## src/rtl/selector_pkg.sv

```systemverilog
// ============================================================================
// Module      : selector_pkg
// Description : Shared types and defaults for the 1:2 output selector path.
// Revision    : 1.0 - initial release
// ============================================================================
`default_nettype none

package selector_pkg;

    localparam int DATA_W        = 32;
    localparam int DEFAULT_DEPTH = 4;

    // Encoding matches the selector's OPTION_0 / OPTION_1 select values.
    typedef enum logic {
        DEST_0 = 1'b0,
        DEST_1 = 1'b1
    } dest_t;

    typedef struct packed {
        dest_t             dest;
        logic [DATA_W-1:0] data;
    } route_entry_t;

endpackage

`default_nettype wire

```

## src/rtl/selector_feed_mem.sv

```systemverilog
// ============================================================================
// Module      : selector_feed_mem
// Description : Entry storage for selector_feed; sync write, async read.
// Revision    : 1.0 - initial release
// ============================================================================
`default_nettype none

module selector_feed_mem #(
    parameter int ENTRY_W = 33,
    parameter int DEPTH   = 4
) (
    input  logic                     clk,
    input  logic                     i_we,
    input  logic [$clog2(DEPTH)-1:0] i_waddr,
    input  logic [ENTRY_W-1:0]       i_wdata,
    input  logic [$clog2(DEPTH)-1:0] i_raddr,
    output logic [ENTRY_W-1:0]       o_rdata
);

    logic [ENTRY_W-1:0] r_mem [DEPTH];

    // Contents are don't-care after reset; COUNT gates every use of them.
    always_ff @(posedge clk) begin
        if (i_we) begin
            r_mem[i_waddr] <= i_wdata;
        end
    end

    assign o_rdata = r_mem[i_raddr];

endmodule

`default_nettype wire

```

## src/rtl/selector_feed.sv

```systemverilog
// ============================================================================
// Module      : selector_feed
// Description : FIFO feeding the 1:2 selector with per-destination handshake.
// Revision    : 1.0 - initial release
// ============================================================================
`default_nettype none

module selector_feed
    import selector_pkg::*;
#(
    parameter int WIDTH = DATA_W,
    parameter int DEPTH = DEFAULT_DEPTH
) (
    input  logic                     clk,
    input  logic                     rst_n,
    input  logic                     flush,
    input  logic                     in_valid,
    output logic                     in_ready,
    input  logic                     in_dest,
    input  logic [WIDTH-1:0]         in_data,
    output logic                     select,
    output logic [WIDTH-1:0]         data_out,
    output logic                     out_valid_0,
    output logic                     out_valid_1,
    input  logic                     out_ready_0,
    input  logic                     out_ready_1,
    output logic [$clog2(DEPTH):0]   count
);

    localparam int                c_PTR_W     = $clog2(DEPTH);
    localparam int                c_CNT_W     = c_PTR_W + 1;
    localparam logic [c_CNT_W-1:0] c_DEPTH_CNT = c_CNT_W'(DEPTH);

    logic [c_PTR_W-1:0] r_wr_ptr;
    logic [c_PTR_W-1:0] r_rd_ptr;
    logic [c_CNT_W-1:0] r_count;

    logic [WIDTH:0]     w_head;
    dest_t              w_head_dest;
    logic               w_empty;
    logic               w_push;
    logic               w_pop;

    selector_feed_mem #(
        .ENTRY_W (WIDTH + 1),
        .DEPTH   (DEPTH)
    ) u_mem (
        .clk     (clk),
        .i_we    (w_push && !flush),
        .i_waddr (r_wr_ptr),
        .i_wdata ({in_dest, in_data}),
        .i_raddr (r_rd_ptr),
        .o_rdata (w_head)
    );

    assign w_empty     = (r_count == '0);
    assign w_head_dest = dest_t'(w_head[WIDTH]);

    // Ready depends on registered COUNT only, so consumers never loop back to the producer.
    assign in_ready    = (r_count < c_DEPTH_CNT);
    assign out_valid_0 = !w_empty && (w_head_dest == DEST_0);
    assign out_valid_1 = !w_empty && (w_head_dest == DEST_1);
    assign select      = w_empty ? 1'b0 : w_head[WIDTH];
    assign data_out    = w_empty ? '0 : w_head[WIDTH-1:0];
    assign count       = r_count;

    assign w_push = in_valid && in_ready;
    assign w_pop  = (out_valid_0 && out_ready_0) || (out_valid_1 && out_ready_1);

    always_ff @(posedge clk or negedge rst_n) begin
        if (!rst_n) begin
            r_wr_ptr <= '0;
            r_rd_ptr <= '0;
            r_count  <= '0;
        end else if (flush) begin
            r_wr_ptr <= '0;
            r_rd_ptr <= '0;
            r_count  <= '0;
        end else begin
            if (w_push) begin
                r_wr_ptr <= r_wr_ptr + 1'b1;
            end
            if (w_pop) begin
                r_rd_ptr <= r_rd_ptr + 1'b1;
            end
            if (w_push && !w_pop) begin
                r_count <= r_count + 1'b1;
            end else if (w_pop && !w_push) begin
                r_count <= r_count - 1'b1;
            end
        end
    end

endmodule

`default_nettype wire
```

## config.mk

```make
export PLATFORM = sky130hd
export DESIGN_NAME = selector_feed
export DESIGN_NICKNAME = d
export VERILOG_FILES = /design/src/rtl/selector_pkg.sv /design/src/rtl/selector_feed_mem.sv /design/src/rtl/selector_feed.sv
export SDC_FILE = /design/constraint.sdc
export NUM_CORES = 1
export LEC_CHECK = 0
export ABC_AREA = 1
export CAP_MARGIN = 15
export CORE_MARGIN = 2
export CORE_UTILIZATION = 60
export CTS_BUF_LIST = sky130_fd_sc_hd__clkbuf_16
export DETAILED_ROUTE_END_ITERATION = 10
export PLACE_DENSITY = 0.95
export SLEW_MARGIN = 20
export SYNTH_ARGS = -nofsm -noshare
export SYNTH_HDL_FRONTEND = slang
export SYNTH_HIERARCHICAL = 1
export SYNTH_SLANG_ARGS = --single-unit
```

## constraint.sdc

```tcl
create_clock -name clk -period 10.49 [get_ports clk]
set_input_delay 3.147 -clock clk [delete_from_list [all_inputs] [get_ports clk]]
set_output_delay 3.147 -clock clk [all_outputs]
set_load 0.02 [all_outputs]
```

==> metrics.md, run 1 <==
| Metric | Value |
|---|---|
| Most numerous cell in the Yosys netlist | nand2_1 |
| Worst setup EP type | output pin |
| Clock transition at path regs | ~0.06 ns |
| Final setup vio count | 0 |
| Final ANT Viol Nets | 0 |
| Gr usage total | around 26% |
| Async SR Flop Fraction | 5.04% |
| Multi-input gate area | roughly 0.0014 sq mm |
| Layout area overhead | 23.1% |
| Initial core utilization | approximately 61% |
| Die Height | about 110 um |
| Routed WL per cell | roughly 16 um |
| Final nets | between 700 and 800 |
| Synth top cells by count | nand2_1, inv_1, edfxtp_1 |
| Root cell of the clock tree | clkbuf_16 |
| Initial antenna violation count | 0 |
| Setup TNS | 0 ns |
| Slew @ Worst Pin | around 1.1 ns |
| Fin crit period | roughly 6.4 ns |
| Internal Pwr Total | ~1.3 mW |
| CTS buffer count | 17 |
| WS Path Type | flop to output pin |
| Worst setup margin | between 4 and 5 ns |
| Global routing's busiest layer | met2 |
| Detail Placement HPWL | around 8 mm |
| Die width | approximately 110 um |
| #FFs+latches synth | around 140 |
| Met3 usage | approximately 6.5% |
| Yosys cell types | 25 |
| Seq/Total Area, Yosys | around two thirds |
| Crit path depth | 8 |
| Outcome | finished clean |
| Slowest cell on crit path | clkdlybuf4s50_1 |
| Synth Cell Area | roughly 0.0063 sq mm |
| Met2 GRT Util | around 44% |
| Top_reg_cell synth | edfxtp_1 |
| Max incr delay on CP | 0.66 ns |
| Hold Crit Depth | 2 |
| Type of origin of the critical path | flop |
| Ranking of synthesized cells by area | edfxtp_1, nand2_1, inv_1 |
| CP required | 7.34 ns |
| Hold WC Path Type | flop to flop |
| Vias | between 4000 and 5000 |
| Syn nets | between 600 and 700 |
| Initial DRC Count | just over 400 |
| Max Slew Vio Count | 0 |
| Met1 Use GR | a little under 30% |
| Cell breakdown of the critical path | buf_4, inv_2, nand2_1, nand3_1, nand2_1, inv_1, nor2_1, clkdlybuf4s50_1 |
| DRC viols | 0 |
| Drt pass-1 iters | 6 |
| Pre-CTS setup slack | between 4 and 5 ns |
| Skew-Pair Late Insertion Delay | 0.42 ns |
| Pin count of the biggest net entering global routing | 70 |
| Fin crit share | between 60% and 70% |
| Final hold vios | 0 |
| Worst EP arrival | between 3 and 4 ns |
| Post-CTS Setup Bufs | 0 |
| Headroom to the max-slew limit | 27.9% |
| F_max | about 160 MHz |
| Gp weighted congestion | around 0.76 |
| Core area | slightly above 0.01 sq mm |
| Max cap viols | 0 |
| FF+latch area | slightly above 0.004 sq mm |
| Worst-case clock buffer depth | 2 |
| CTS tree | built |
| Filler cell count in the final layout | between 500 and 600 |
| Yosys top cell area share | between 60% and 70% |
| Clock sink count | 139 |
| Clock Power Share | approximately 28% |
| Avg Cell Area, Syn | between 9 and 10 sq um |
| Number of global-route vias before repair | 4561 |
| WL final | about 14 mm |
| RSZ-0062 raised after global routing | no |
| Number of synthesized flops with an enable pin | ~130 |
| CTS Hold Bufs | 0 |
| Worst vdd ir | 0.252 mV |
| Ratio of cells with drive above 1 in the final layout | ~8% |
| # diodes | 0 |
| Critical path buffer and inverter count | 4 |
| Fin util | between 70% and 80% |
| First-pass GRT wire length | around 22 mm |
| Worst hold slack | ~0.55 ns |
| CP Max Fanout | 69 |
| Net Sw Power | roughly 0.72 mW |
| Worst Reg-to-Reg Cells | 13 |
| Post-Synthesis Cells | between 600 and 700 |
| Global route overflow | 0 |
| Cell family with most CP delay | buffers and inverters |
| I/O Buffers | 77 |
| Leak | between 3 and 4 nW |
| Gate power share | between 30% and 40% |
| Post-synth top area cell | edfxtp_1 |
| Die area | between 0.01 and 0.015 sq mm |
| Flop pwr share | ~33% |
| Switching share of total power | a little over a third |
| Power Dens Cells | 259 mW/mm^2 |
| H-tree depth | 4 |
| Row count | 37 |
| Vias per std cell | 5.18 |
| Post_cts resized | 0 |
| # IOs | 78 |
| Synth Warn # | 6 |
| CP most frequent cell | nand2_1 |
| Final Skew | 0.00896 ns |
[worst reg2reg max path, delay by kind of cell, from the launching register on]
family / cells / cell delay [ns]
fa+ha+maj: 1 / 0.39
buf+inv: 4 / 1.42
flops: 1 / 0.38
simple gates: 8 / 0.92
[cell usage in the layout, fill, tap and decap left out, types with 2 or more instances in the layout]
master and n:
nor2_1 39, clkinvlp_4 2, nand3_1 67, nand2_1 175, clkdlybuf4s50_1 77, inv_1 175
nor3_2 4, nand2_2 2, clkinv_1 3, nand3_4 3, edfxtp_1 132, clkinv_2 6
o21ai_2 2, bufinv_16 2, o21ai_0 2, clkbuf_16 17, dfrtp_1 6, nor2_2 2
buf_4 8, inv_2 4, clkinv_4 2
[sequential cells by signal (all words and copies together) (netlist names)]
register     count
u_mem/r_mem    132
count            3
r_rd_ptr         2
r_wr_ptr         2
[metrics by stage]
| step | area (sq um) | std cells | total power [mW] |
|---|---|---|---|
| 2_1_floorplan | 6290 | 647 | 1.16 |
| 3_3_place_gp | 7180 | 843 | 1.42 |
| 3_5_place_dp | 7180 | 843 | 1.45 |
| 4_1_cts | 7740 | 875 | 2.01 |
| 5_1_grt | 7740 | 875 | 2.11 |
| 6_report | 7740 | 875 | 2.01 |
[cell type report]
cell class                 instances  share of cell area (%)
sequential                       139                    53.5
multi-input combinational        304                    17.7
timing repair buffer              85                    10.7
inverter                         179                    8.68
clock buffer                      17                    5.50
tap                              136                    2.20
clock inverter                    15                    1.73
[worst paths after layout]
kind | startpoint | endpoint | slack [ns]
worst min-delay path | count[1] | count[1] | 0.55
max in group asynchronous | rst_n | r_rd_ptr[0] | 7.24
worst min register to register | count[1] | count[1] | 0.55
worst max register to register | r_rd_ptr[0] | count[2] | 7.29
worst max-delay path | r_rd_ptr[0] | out_valid_1 | 4.05
min in group asynchronous | rst_n | count[2] | 2.99
[power by group through the flow]
| stage | sequential [mW] | combinational (mW) | clock, mW |
|---|---|---|---|
| after floorplan | 0.676 | 0.483 | 0 |
| after global placement | 0.667 | 0.753 | 0 |
| after detailed placement | 0.670 | 0.783 | 0 |
| after CTS | 0.659 | 0.790 | 0.563 |
| after global routing | 0.661 | 0.859 | 0.588 |
| final | 0.659 | 0.790 | 0.557 |
[layer usage]
metal,wire [um],vias up
met4,432,0
met2,7310,246
li1,-,2135
met3,1090,41
met5,0,-
met1,5080,2111
[logic make-up (layout without fill, tap and decap cells)]
kind of cell / Yosys count / count (layout) / synth area share (%)
buffers and inverters: 204 / 296 / 12.8
AND/OR/NAND/NOR: 295 / 295 / 20.1
XOR/XNOR: 1 / 1 / 0.139
AO/OA/AOI/OAI: 7 / 7 / 0.836
adder cells (fa/ha/maj): 1 / 1 / 0.318
flip-flops: 139 / 139 / 65.8
Note: power is estimated with default switching activity, not from simulation.
==> run 2, diff against run 1 <==
CORE_UTILIZATION = 56   (was 60)
PLACE_DENSITY = 0.9   (was 0.95)
clock period = 6 ns   (was 10.49 ns; I/O delays follow)
==> run 2 against run 1 <==
- power rose by 79%
- worst hold slack improved by 0.0051 ns
- worst setup slack got worse by 3.0 ns
- global-route usage fell by 1.8 points
- routed wire length fell by 1.0%
- critical endpoint unchanged
- design area rose by 1.1%
- clock power rose by 89%
- final cell count rose by 0.34%
- combinational power rose by 75%
- highest routed layer unchanged
- clock skew rose by 0.00055 ns
==> metrics.md, run 2 (synthesis results as in run 1) <==
| Metric | Value |
|---|---|
| Vias | 4496 (was 4533) |
| Non-filler cells, final | 878 (was 875) |
| Cell breakdown of the critical path | buf_4, inv_1, nand3_1, nand2_1, inv_1, nor2_1, clkdlybuf4s50_1 (was buf_4, inv_2, nand2_1, nand3_1, nand2_1, inv_1, nor2_1, clkdlybuf4s50_1) |
| CP Max Fanout | 36 (was 69) |
| Leak | 3.56 nW (was 3.55 nW) |
| Clock transition at path regs | 0.06 ns (about the same) |
| Power Dens Cells | 458 mW/mm^2 (was 259 mW/mm^2) |
| Final hold vios | 0 (unchanged) |
| Max cap viols | 0 (unchanged) |
| Die area | 0.0121 sq mm (was 0.0113 sq mm) |
| Vias per std cell | 5.12 (was 5.18) |
| CTS buffer count | 17 (unchanged) |
| Clock sink count | 139 (unchanged) |
| WS Path Type | flop to output pin (unchanged) |
| Slowest cell on crit path | inv_1 (was clkdlybuf4s50_1) |
| H-tree depth | 4 (unchanged) |
| Worst EP arrival | 3.16 ns (was 3.29 ns) |
| Outcome | finished clean (unchanged) |
| Number of global-route vias before repair | 4486 (was 4561) |
| Worst r2r src | r_rd_ptr[1] (was r_rd_ptr[0]) |
| F_max | approximately 200 MHz |
| I/O Buffers | 77 (unchanged) |
| Die width | 110 um (was 106 um) |
| Detail Placement HPWL | 8.25 mm (was 8.23 mm) |
| Initial core utilization | 57.8% (was 61.5%) |
| M1 WL | 5.27 mm (was 5.08 mm) |
| RSZ-0062 raised after global routing | no (unchanged) |
| Largest register FFs | 132 (unchanged) |
| Fin crit period | around 5.0 ns |
| CTS Hold Bufs | 0 (unchanged) |
| Headroom to the max-slew limit | 30.2% (was 27.9%) |
| Crit. Startpoint | r_rd_ptr[1] (was r_rd_ptr[0]) |
| Global route overflow | 0 (unchanged) |
| First-pass GRT wire length | 21.3 mm (was 21.6 mm) |
| Worst-case clock buffer depth | 2 (unchanged) |
| Number of placed cells counting well taps | 847 (was 843) |
| Most frequent cells in the layout | inv_1, nand2_1, edfxtp_1, clkdlybuf4s50_1, nand3_1 (unchanged) |
| Initial DRC Count | 353 (was 408) |
| Pin count of the biggest net entering global routing | 69 (was 70) |
| Uppermost layer routed | met4 (unchanged) |
| Final setup vio count | 0 (unchanged) |
| Layout area overhead | 24.4% (was 23.1%) |
| Filler cell count in the final layout | 679 (was 563) |
| Worst setup EP type | output pin (unchanged) |
| Max incr delay on CP | 0.82 ns (was 0.66 ns) |
| Gr usage total | 23.8% (was 25.6%) |
| Drt pass-1 iters | 5 (was 6) |
| Ratio of cells with drive above 1 in the final layout | 8.13% (was 7.98%) |
| CP endpoint | out_valid_1 (unchanged) |
| Core area | 0.0109 sq mm (was 0.0102 sq mm) |
| Initial antenna violation count | 0 (unchanged) |
| Hold WC Path Type | flop to flop (unchanged) |
| Skew-Pair Late Insertion Delay | 0.40 ns (was 0.42 ns) |
| Fin crit share | between 80% and 90% |
| Reg-to-reg endpoint | count[2] (unchanged) |
| CP most frequent cell | inv_1 (was nand2_1) |
| Final Skew | 0.00951 ns (was 0.00896 ns) |
| Root cell of the clock tree | clkbuf_16 (unchanged) |
| Reg with most FFs | u_mem/r_mem (unchanged) |
| Routed WL per cell | 15.7 um (was 15.9 um) |
| CTS tree | built (unchanged) |
| Metal3 WL | 894 um (was 1.09 mm) |
| Post_cts resized | 0 (unchanged) |
| Final nets | 766 (unchanged) |
| # IOs | 78 (unchanged) |
| Worst Reg-to-Reg Cells | 12 (was 13) |
| DRC viols | 0 (unchanged) |
| Final ANT Viol Nets | 0 (unchanged) |
| Die Height | 110 um (was 106 um) |
| FF-to-FF setup slack | 3.02 ns (was 7.29 ns) |
| Slew @ Worst Pin | 1.05 ns (was 1.08 ns) |
| Routed wl met2 | 7.42 mm (was 7.31 mm) |
| Worst vdd ir | 0.320 mV (was 0.252 mV) |
| Max Slew Vio Count | 0 (unchanged) |
| CP required | 4.20 ns (was 7.34 ns) |
| Setup TNS | 0 ns (unchanged) |
| WL final | 13.8 mm (was 13.9 mm) |
| # diodes | 0 (unchanged) |
| Gp weighted congestion | 0.794 (was 0.763) |
| Post-CTS Setup Bufs | 0 (unchanged) |
| Type of origin of the critical path | flop (unchanged) |
| Row count | 38 (was 37) |
## run 2: worst max-delay path: cells and delay by family, from the launching register on
kind                   cells  cell delay [ns]
buffers and inverters      4             1.85
DFF                        1             0.36
and+or+nand+nor            3             0.51
## run 2: metal layers
layer / up-vias / GRT usage [%]
li1: 2125 / -
met1: 2148 / 27.7
met2: 201 / 43.5
met3: 22 / 4.88
met4: 0 / 8.23
met5: - / 0
## run 2: layout make-up
cell class	instances	area, sq um	share of cell area (%)
timing repair buffer	85	868	11.1
multi-input combinational	304	1370	17.5
tap	140	175	2.24
clock buffer	17	425	5.44
sequential	139	4140	52.9
clock inverter	14	174	2.22
inverter	179	673	8.61
## run 2: report_power, final
group	internal [mW]	switching [mW]
sequential	1.13	0.0272
combinational	0.527	0.857
clock	0.654	0.393
## run 2: metrics by stage
| stage | instance area, sq um | total power, mW | setup WS [ns] | util (%) | hold WS, ns |
|---|---|---|---|---|---|
| 2_1_floorplan | 6290 | 2.03 | 1.02 | - | 0.496 |
| 6_report | 7820 | 3.59 | 1.04 | 71.8 | 0.558 |
| 4_1_cts | 7820 | 3.60 | 1.03 | 71.8 | 0.563 |
| 3_3_place_gp | 7220 | 2.49 | 1.59 | 66.3 | 0.540 |
| 3_5_place_dp | 7220 | 2.55 | 1.49 | 66.3 | 0.548 |
| 5_1_grt | 7820 | 3.76 | 0.844 | 71.8 | 0.604 |
## run 2: worst min path at each step
| stage | cells past startpoint | from | to | slack (ns) |
|---|---|---|---|---|
| floorplan | 1 | r_wr_ptr[0] | r_wr_ptr[0] | 0.50 |
| global placement | 2 | count[1] | count[1] | 0.54 |
| detailed placement | 2 | count[1] | count[1] | 0.55 |
| CTS | 2 | count[1] | count[1] | 0.56 |
| global route | 2 | count[1] | count[1] | 0.60 |
| finish | 2 | count[1] | count[1] | 0.56 |
